==> config.mk <==
export PLATFORM = sky130hd
export DESIGN_NAME = cpu_core_param
export DESIGN_NICKNAME = d
export VERILOG_FILES = /design/src/rtl/cpu_core_param.sv
export SDC_FILE = /design/constraint.sdc
export NUM_CORES = 1
export LEC_CHECK = 0
export CAP_MARGIN = 10
export CORE_MARGIN = 4
export CORE_UTILIZATION = 35
export DETAILED_ROUTE_END_ITERATION = 10
export PLACE_DENSITY = 0.57
export SKIP_CTS_REPAIR_TIMING = 1
export SLEW_MARGIN = 30
export SYNTH_ARGS = -nofsm -noshare
export SYNTH_HDL_FRONTEND = slang
export SYNTH_SLANG_ARGS = --single-unit
==> constraint.sdc <==
create_clock -name CLK -period 6.6 [get_ports CLK]
set_input_delay 1.32 -clock CLK [delete_from_list [all_inputs] [get_ports CLK]]
set_output_delay 1.32 -clock CLK [all_outputs]
set_load 0.01 [all_outputs]
==> src/rtl/cpu_core_param.sv <==
// Parametrised single-issue CPU core: PC logic, decode, register file, ALU, branch unit and a stall-aware
// load/store interface. Define CPU_SHIFT_EN to add the sll/srl/sra/ror opcodes (0x0D-0x10).
`timescale 1ns/1ps

module cpu_core_param #(
  parameter int DATA_W = 8,
  parameter int NREGS  = 8,
  parameter int PC_W   = 32
) (
  input  logic              CLK,
  input  logic              RESET,
  input  logic [31:0]       INSTRUCTION,
  input  logic              IMEM_BUSY,
  output logic [PC_W-1:0]   PC,
  output logic              DMEM_READ,
  output logic              DMEM_WRITE,
  output logic [7:0]        DMEM_ADDR,
  output logic [DATA_W-1:0] DMEM_WDATA,
  input  logic [DATA_W-1:0] DMEM_RDATA,
  input  logic              DMEM_BUSY
);
  localparam int RI_W = $clog2(NREGS);

  typedef enum logic {S_EXEC, S_MEM} state_t;

  typedef enum logic [7:0] {
    OP_LOADI = 8'h00, OP_MOV = 8'h01, OP_ADD = 8'h02, OP_SUB = 8'h03,
    OP_AND   = 8'h04, OP_OR  = 8'h05, OP_J   = 8'h06, OP_BEQ = 8'h07,
    OP_BNE   = 8'h08, OP_LWD = 8'h09, OP_LWI = 8'h0A, OP_SWD = 8'h0B,
    OP_SWI   = 8'h0C, OP_SLL = 8'h0D, OP_SRL = 8'h0E, OP_SRA = 8'h0F,
    OP_ROR   = 8'h10
  } opcode_e;

  state_t            r_state, w_state_nxt;
  logic [DATA_W-1:0] r_regs [NREGS];
  logic [RI_W-1:0]   r_rd;

  logic [7:0]        w_opcode;
  logic [RI_W-1:0]   w_rd, w_rs1, w_rs2;
  logic [DATA_W-1:0] w_a, w_b, w_imm, w_diff, w_result;
  logic [PC_W-1:0]   w_pc_plus4, w_target, w_pc_next;
  logic              w_zero, w_we, w_is_mem, w_is_load;
  logic [7:0]        w_mem_addr;
  logic              w_exec_fire, w_mem_start, w_mem_done;
  logic              w_unused;

  assign w_opcode   = INSTRUCTION[31:24];
  assign w_rd       = INSTRUCTION[16 +: RI_W];
  assign w_rs1      = INSTRUCTION[8 +: RI_W];
  assign w_rs2      = INSTRUCTION[0 +: RI_W];
  assign w_a        = r_regs[w_rs1];
  assign w_b        = r_regs[w_rs2];
  assign w_imm      = DATA_W'($signed(INSTRUCTION[7:0]));
  assign w_diff     = w_a - w_b;
  assign w_zero     = (w_diff == '0);
  assign w_pc_plus4 = PC + PC_W'(4);
  assign w_target   = w_pc_plus4 + (PC_W'($signed(INSTRUCTION[23:16])) << 2);
  assign w_unused   = &{1'b0, INSTRUCTION};

`ifdef CPU_SHIFT_EN
  logic [4:0] w_shamt;
  logic [5:0] w_rot;
  assign w_shamt = INSTRUCTION[4:0];
  assign w_rot   = 6'(int'(w_shamt) % DATA_W);
`endif

  // Decode and execute for the instruction currently presented.
  always_comb begin
    // NOTE: every output of this block gets a default first, so no path can infer a latch.
    w_we       = 1'b0;
    w_result   = '0;
    w_is_mem   = 1'b0;
    w_is_load  = 1'b0;
    w_mem_addr = '0;
    w_pc_next  = w_pc_plus4;
    case (w_opcode)
      OP_LOADI: begin w_we = 1'b1; w_result = w_imm;       end
      OP_MOV:   begin w_we = 1'b1; w_result = w_b;         end
      OP_ADD:   begin w_we = 1'b1; w_result = w_a + w_b;   end
      OP_SUB:   begin w_we = 1'b1; w_result = w_diff;      end
      OP_AND:   begin w_we = 1'b1; w_result = w_a & w_b;   end
      OP_OR:    begin w_we = 1'b1; w_result = w_a | w_b;   end
      OP_J:     w_pc_next = w_target;
      OP_BEQ:   if (w_zero)  w_pc_next = w_target;
      OP_BNE:   if (!w_zero) w_pc_next = w_target;
      OP_LWD:   begin w_is_mem = 1'b1; w_is_load = 1'b1; w_mem_addr = w_b[7:0];          end
      OP_LWI:   begin w_is_mem = 1'b1; w_is_load = 1'b1; w_mem_addr = INSTRUCTION[7:0];  end
      OP_SWD:   begin w_is_mem = 1'b1; w_mem_addr = w_b[7:0];                             end
      OP_SWI:   begin w_is_mem = 1'b1; w_mem_addr = INSTRUCTION[7:0];                     end
`ifdef CPU_SHIFT_EN
      OP_SLL:   begin
        w_we     = 1'b1;
        w_result = (int'(w_shamt) >= DATA_W) ? '0 : (w_a << w_shamt);
      end
      OP_SRL:   begin
        w_we     = 1'b1;
        w_result = (int'(w_shamt) >= DATA_W) ? '0 : (w_a >> w_shamt);
      end
      OP_SRA:   begin w_we = 1'b1; w_result = $unsigned($signed(w_a) >>> w_shamt); end
      OP_ROR:   begin
        w_we     = 1'b1;
        w_result = (w_a >> w_rot) | (w_a << (DATA_W - int'(w_rot)));
      end
`endif
      default: ;
    endcase
  end

  // Instruction sequencing: one cycle for ALU/branch ops, a request/complete pair for memory ops.
  always_comb begin
    w_state_nxt = r_state;
    w_exec_fire = 1'b0;
    w_mem_start = 1'b0;
    w_mem_done  = 1'b0;
    case (r_state)
      S_EXEC: if (!IMEM_BUSY) begin
        if (w_is_mem) begin
          w_mem_start = 1'b1;
          w_state_nxt = S_MEM;
        end else begin
          w_exec_fire = 1'b1;
        end
      end
      S_MEM: if (!DMEM_BUSY) begin
        w_mem_done  = 1'b1;
        w_state_nxt = S_EXEC;
      end
      default: w_state_nxt = S_EXEC;
    endcase
  end

  // NOTE: all clocked state uses non-blocking assignments so every register samples pre-edge values.
  always_ff @(posedge CLK) begin
    if (RESET) r_state <= S_EXEC;
    else       r_state <= w_state_nxt;
  end

  always_ff @(posedge CLK) begin
    if (RESET) begin
      PC         <= '0;
      DMEM_READ  <= 1'b0;
      DMEM_WRITE <= 1'b0;
      DMEM_ADDR  <= '0;
      DMEM_WDATA <= '0;
      r_rd       <= '0;
      // NOTE: the register file must come up zeroed, so it is built from resettable flops, not a RAM.
      for (int i = 0; i < NREGS; i++) r_regs[i] <= '0;
    end else begin
      if (w_exec_fire) begin
        if (w_we) r_regs[w_rd] <= w_result;
        PC <= w_pc_next;
      end
      if (w_mem_start) begin
        DMEM_READ  <= w_is_load;
        DMEM_WRITE <= !w_is_load;
        DMEM_ADDR  <= w_mem_addr;
        DMEM_WDATA <= w_a;
        r_rd       <= w_rd;
      end
      if (w_mem_done) begin
        if (DMEM_READ) r_regs[r_rd] <= DMEM_RDATA;
        DMEM_READ  <= 1'b0;
        DMEM_WRITE <= 1'b0;
        PC         <= w_pc_plus4;
      end
    end
  end

endmodule

# ---- Word-level counts from Yosys, hierarchy flattened
# Memories as Yosys holds them, arrays and structs flattened.
# Index checks and enable logic that the tools add are counted.
dict set report totals {
  reg_bits 54
  mem_bits_rw 64
  output_inout_bits 50
  word_cells 75
  memories 1
}
dict set report classes {
  n_addsub 4
  n_eq_ne 12
  n_mux 36
  bitwise_logic 3
  reduce_logical 12
}
# memory depth width read_ports rd_ports_with_merged_regs wr line
set mem_list {}
lappend mem_list {r_regs 8 8 2 0 8 35} ;# logic [DATA_W-1:0] r_regs [NREGS];
# op n
set ops {}
lappend ops {{32-bit 2-to-1 mux} 4}
lappend ops {{32-bit case mux with 3 select lines} 1}
lappend ops {{8-bit case mux with 6 select lines} 1}
lappend ops {{8-bit by 4-bit == test with 1-bit output (second input constant)} 5}
lappend ops {{32-bit by 3-bit adder with 32-bit output (second input constant)} 1}
lappend ops {{32-bit adder} 1}
lappend ops {{8-bit by 3-bit == test with 1-bit output (second input constant)} 4}
lappend ops {{1-bit 2-to-1 mux} 24}
lappend ops {{8-bit by 2-bit == test with 1-bit output (second input constant)} 2}
lappend ops {{8-bit zero test} 2}
lappend ops {{8-bit 2-to-1 mux} 2}
lappend ops {{8-bit case mux with 2 select lines} 1}
lappend ops {{8-bit OR reduction} 2}
lappend ops {{8-bit adder} 1}
lappend ops {{8-bit bitwise AND} 1}
lappend ops {{8-bit by 1-bit == test with 1-bit output (second input constant)} 1}
lappend ops {{8-bit OR} 1}
lappend ops {{2-bit OR reduction} 4}
lappend ops {{8-bit subtractor} 1}
lappend ops {{3-bit 2-to-1 mux} 2}
lappend ops {{6-bit OR reduction} 1}
lappend ops {{4-bit OR reduction} 1}
lappend ops {{1-bit case mux with 2 select lines} 1}
lappend ops {{2-bit nonzero test} 1}
lappend ops {{other kinds (2)} 2}

# ---- Depth between registers and ports, before layout
dict set report logic_depth {
  word_depth 12
  ltp_mapped 18
  depth_no_buf 17
}

# ---- Worst setup path after synthesis
# Ideal clock, no wire load.
dict set report synth_path {
  kind {input-to-reg}
  start {input INSTRUCTION[8]}
  end {register PC[31]}
  setup_time_ns 0.121
  arrival_ns 5.559
  setup_slack_ns 0.920
  stages 16
  path_buffers 4
  cell_sequence {clkbuf_1 -> buf_1 -> mux4_2 -> mux2i_1 -> ha_1 -> buf_6 -> or2_4 -> a221oi_4 -> nor4b_1 -> a211o_1 -> and4_4 -> o32a_1 -> buf_6 -> o311ai_1 -> o41a_1 -> mux2_4}
}
dict set report synth_via {
  elab_chain_len 7
  elab_cells_between_ends 8
  classes_between {1 x add/sub; 5 x mux; 1 x reduce/logical; 1 x memory}
}
# item line
set synth_rtl {}
lappend synth_rtl {{from (decl)} 12} ;# input logic [31:0] INSTRUCTION,
lappend synth_rtl {{memory 8 x 8 bit (*)} --}
lappend synth_rtl {{8-bit subtractor (*)} 54} ;# assign w_diff = w_a - w_b;
lappend synth_rtl {{8-bit zero test (*)} 55} ;# assign w_zero = (w_diff == '0);
lappend synth_rtl {{32-bit 2-to-1 mux (on tied branches)} {85, 84}}
lappend synth_rtl {{32-bit case mux with 3 select lines (*)} 76} ;# case (w_opcode)
lappend synth_rtl {{32-bit 2-to-1 mux (*)} 149} ;# if (w_exec_fire) begin
lappend synth_rtl {{32-bit 2-to-1 mux (*)} 160} ;# if (w_mem_done) begin
lappend synth_rtl {{to (signal assigned)} 151} ;# PC <= w_pc_next;
lappend synth_rtl {{to (signal assigned)} 164} ;# PC <= w_pc_plus4;
lappend synth_rtl {{to (decl)} 14} ;# output logic [PC_W-1:0] PC,
# Every way passes the cells marked *; elsewhere a longest branch is shown, timed or not. The select of a mux whose other input is x is not followed.
# A chain may end at the register's enable or synchronous reset.

# ---- Final worst setup path
dict set report layout_path {
  start {input INSTRUCTION[0]}
  end {register PC[31]}
}
# Same word-level chain as after synthesis.

==> Flow_metrics.wiki <==
{| class="wikitable"
! Metric !! Value
|-
| Largest area contributor in the synthesized netlist || edfxtp_1
|-
| Worst hold margin || around 490 ps
|-
| Crit Path Max Fanout || 37
|-
| Power Dens Cells || slightly above 200 mW/mm^2
|-
| Number of nets still failing antenna checks after routing || 0
|-
| Number of buffer cells added on primary ports || between 80 and 90
|-
| Total Wirelength || about 26000 um
|-
| Share of async-settable or async-resettable flops after synthesis || 0
|-
| Highest ir drop seen on vdd || about 0.16 mV
|-
| Achievable frequency || 171 MHz
|-
| Floorplan die area || approximately 0.028 mm^2
|-
| TritonRoute pass-1 iters || 5
|-
| Cell at the root of the clock tree || clkbuf_16
|-
| Syn Inst Count || 1008
|-
| Aggregate global routing overflow || 0
|-
| Core Rows || 58
|-
| Synthesized-area fraction occupied by ao, oa, aoi and oai cells || 0.179
|-
| Share of the synthesized area in the top cell type || 0.214
|-
| Clock tree skew after final layout || 15.2 ps
|-
| First-pass GRT wire length || approximately 42000 um
|-
| Post-synthesis cell type count || 75
|-
| Initial antenna violation count || 0
|-
| Sequential-to-total area share from yosys stat || 0.330
|-
| Filler cell count in the final layout || roughly 2500
|-
| Transition at the pin with the smallest max-transition slack || between 1000 and 1500 ps
|-
| Initial cell density of the core || 0.357
|-
| Inserted Clock Buffers || 17
|-
| Primary FF master, synth || edfxtp_1
|-
| Final Instance Area || between 0.01 and 0.015 mm^2
|-
| Drt drc || 0
|-
| Worst setup path category || in2reg
|-
| Status || completed
|-
| Post-Synth Simple-Gate Area || 0.192
|-
| Io pins || 94
|-
| Register area || 0.00296 mm^2
|-
| Critical path capture point type || flop
|-
| Final Hold Fails || 0
|-
| Max-slew violation total from the final report || 0
|-
| Combinational family with the most area after synthesis || simple AND/OR/NAND/NOR gates
|-
| Launching element type of the critical path || primary input
|-
| Half-perimeter wire length after detailed placement || 19600 um
|-
| Setup-violating endpoint count in the final report || 0
|-
| Total via count after detailed routing || 7908
|-
| Leakage power || about 4.0 nW
|-
| Area of the core || around 0.025 mm^2
|-
| Minimum clock period after layout || 5830 ps
|-
| Fraction of final layout cells with drive strength greater than 1 || 0.0937
|-
| Vias in the first global route || approximately 7600
|-
| Worst Setup Slack post-DPL || ~350 ps
|-
| Number of levels in the clock H-tree || 4
|-
| Data arrival at the endpoint of the critical path || around 6100 ps
|-
| Chip height || around 170 um
|-
| Die outline width || 168 um
|-
| Dpl cell area || approximately 0.010 mm^2
|-
| Post-synthesis mux area share || 0.106
|-
| Flop and latch count out of synthesis || about 120
|-
| Crit path required time || 6900 ps
|-
| Worst setup margin || ~770 ps
|-
| Clock Sink Count || approximately 120
|-
| Ranking of synthesized cells by area || edfxtp_1 (21%), dfxtp_1 (12%), ha_1 (8.1%), mux4_2 (8.0%), nor2_1 (6.4%)
|-
| Aggregate negative setup slack || 0 ps
|-
| Area used by multi-input combinational logic || between 0.005 and 0.006 mm^2
|-
| Clock tree from TritonCTS || built
|-
| Detailed Route Iter0 Violations || 570
|-
| Unrepaired setup endpoints after global routing || false
|-
| # Max-Cap Violations || 0
|-
| Final worst path period share || 0.884
|-
| Clock network latency to the later pin of the worst-skew pair || around 420 ps
|-
| Netlist area before placement || about 0.0090 mm^2
|-
| Global placer's final weighted congestion || slightly below 0.9
|-
| Normalized max-slew margin || 0.301
|-
| Adder-cell share of the synthesized area || 0.0875
|-
| Count of yosys warnings during synthesis || 0
|-
| Routed wire length per instance || roughly 18 um
|-
| Mean number of vias per cell || around 5.6
|-
| Fin nets || about 1200
|-
| Avg Cell Area, Syn || slightly below 9 um^2
|-
| Number of inserted diodes || 0
|-
| Xor/xnor share of the synthesized area || 0.0604
|-
| Number of enable flip-flop cells after synthesis || 64
|-
| Worst Hold Class || reg2reg
|-
| Area added between synthesis and finish || 19.8%
|-
| Largest buffer count on any clock path || 2
|-
| GR Util All Layers || 0.182
|-
| Clk pin slew, worst setup/hold paths || approximately 70 ps
|-
| Pin count of the biggest net entering global routing || 51
|}
[worst max-delay path, stage by stage]
cell and delay (ps):
clkdlybuf4s50_1 690, buf_4 290, mux4_2 520, mux2_2 360
fa_1 480, or2_4 290, a221oi_4 270, nor4b_1 90
a211o_1 270, and4_4 180, o32a_1 360, buf_12 180
o311ai_1 290, o41a_1 210, mux2_4 300
[where the power goes]
part	internal, mW	total (mW)	switching (mW)
Combinational	0.206	0.471	0.266
Sequential	0.784	0.805	0.0214
Clock	0.557	0.925	0.368
[final timing paths]
| kind | from | endpoint | slack, ps | cells past startpoint |
|---|---|---|---|---|
| hold reg to reg | DMEM_ADDR[0] | DMEM_ADDR[0] | 490 | 2 |
| hold / removal | DMEM_ADDR[0] | DMEM_ADDR[0] | 490 | 2 |
| setup / recovery | INSTRUCTION[0] | PC[31] | 770 | 15 |
| setup reg to reg | PC[5] | PC[29] | 2020 | 16 |
[sequential cells by signal, indices dropped and copies added, names as in the netlist]
| name | cells |
|---|---|
| r_regs | 64 |
| PC | 30 |
| DMEM_ADDR | 8 |
| DMEM_WDATA | 8 |
| r_rd | 3 |
| DMEM_READ | 1 |
| DMEM_WRITE | 1 |
| r_state | 1 |
[metal layers]
layer | global-route usage | share of wire | up-vias
li1 | - | - | 3864
met1 | 0.253 | 0.47 | 3806
met2 | 0.298 | 0.47 | 215
met3 | 0.0258 | 0.044 | 23
met4 | 0.0490 | 0.012 | 0
met5 | 0 | 0 | -
[cell usage after synthesis, types with 14 or more instances]
master,number
a211oi_1,19
a21oi_1,57
a221oi_1,14
a311oi_1,14
and3_1,15
clkbuf_1,39
dfxtp_1,52
edfxtp_1,64
ha_1,58
inv_1,43
mux2i_1,14
mux4_2,32
nand2_1,89
nand3_1,30
nor2_1,153
nor3_1,25
o21ai_0,44
xnor2_1,45
xor2_1,17
[layout make-up]
type                            instances  share of cell area
Multi-Input combinational cell        793               0.524
Tap cell                              330              0.0384
Inverter                               46              0.0160
Clock buffer                           17              0.0395
Sequential cell                       116               0.275
Clock inverter                         14              0.0144
Timing Repair Buffer                  103              0.0926
[logic make-up (layout without fill, tap and decap cells)]
| kind of cell | after synthesis | after routing |
|---|---|---|
| AO/OA/AOI/OAI | 237 | 237 |
| AND/OR/NAND/NOR | 377 | 377 |
| other | 1 | 2 |
| buffers and inverters | 100 | 180 |
| adder cells (fa/ha/maj) | 61 | 61 |
| flip-flops | 116 | 116 |
| multiplexers | 54 | 54 |
| XOR/XNOR | 62 | 62 |
[placed cells by master (no fill, tap or decap), types with 9 or more instances in the layout]
master	synthesis	layout
xnor2_1	45	45
a31oi_1	9	9
edfxtp_1	64	64
a311oi_1	14	14
dfxtp_1	52	52
o21ai_0	44	44
nand2_1	89	89
a21oi_1	57	57
a221oi_1	14	14
nand4_1	12	12
a211oi_1	19	19
a21o_1	10	10
inv_1	43	43
mux4_2	32	32
clkdlybuf4s50_1	0	85
xor2_1	17	17
and3_1	15	15
nand3_1	30	30
o21bai_1	9	9
nor3_1	25	22
ha_1	58	58
clkbuf_16	0	17
nor2_1	153	153
mux2i_1	14	14
buf_4	2	16
[per-stage QoR]
| step | cells | utilization | power, mW |
|---|---|---|---|
| after detailed placement | 1388 | 0.404 | 1.28 |
| after CTS | 1419 | 0.427 | 2.22 |
| after global routing | 1419 | 0.427 | 2.30 |
| final | 1419 | 0.427 | 2.20 |
| after global placement | 1388 | 0.404 | 1.28 |
| after floorplan | 1009 | - | 1.15 |
(Power assumes the default switching activity.)
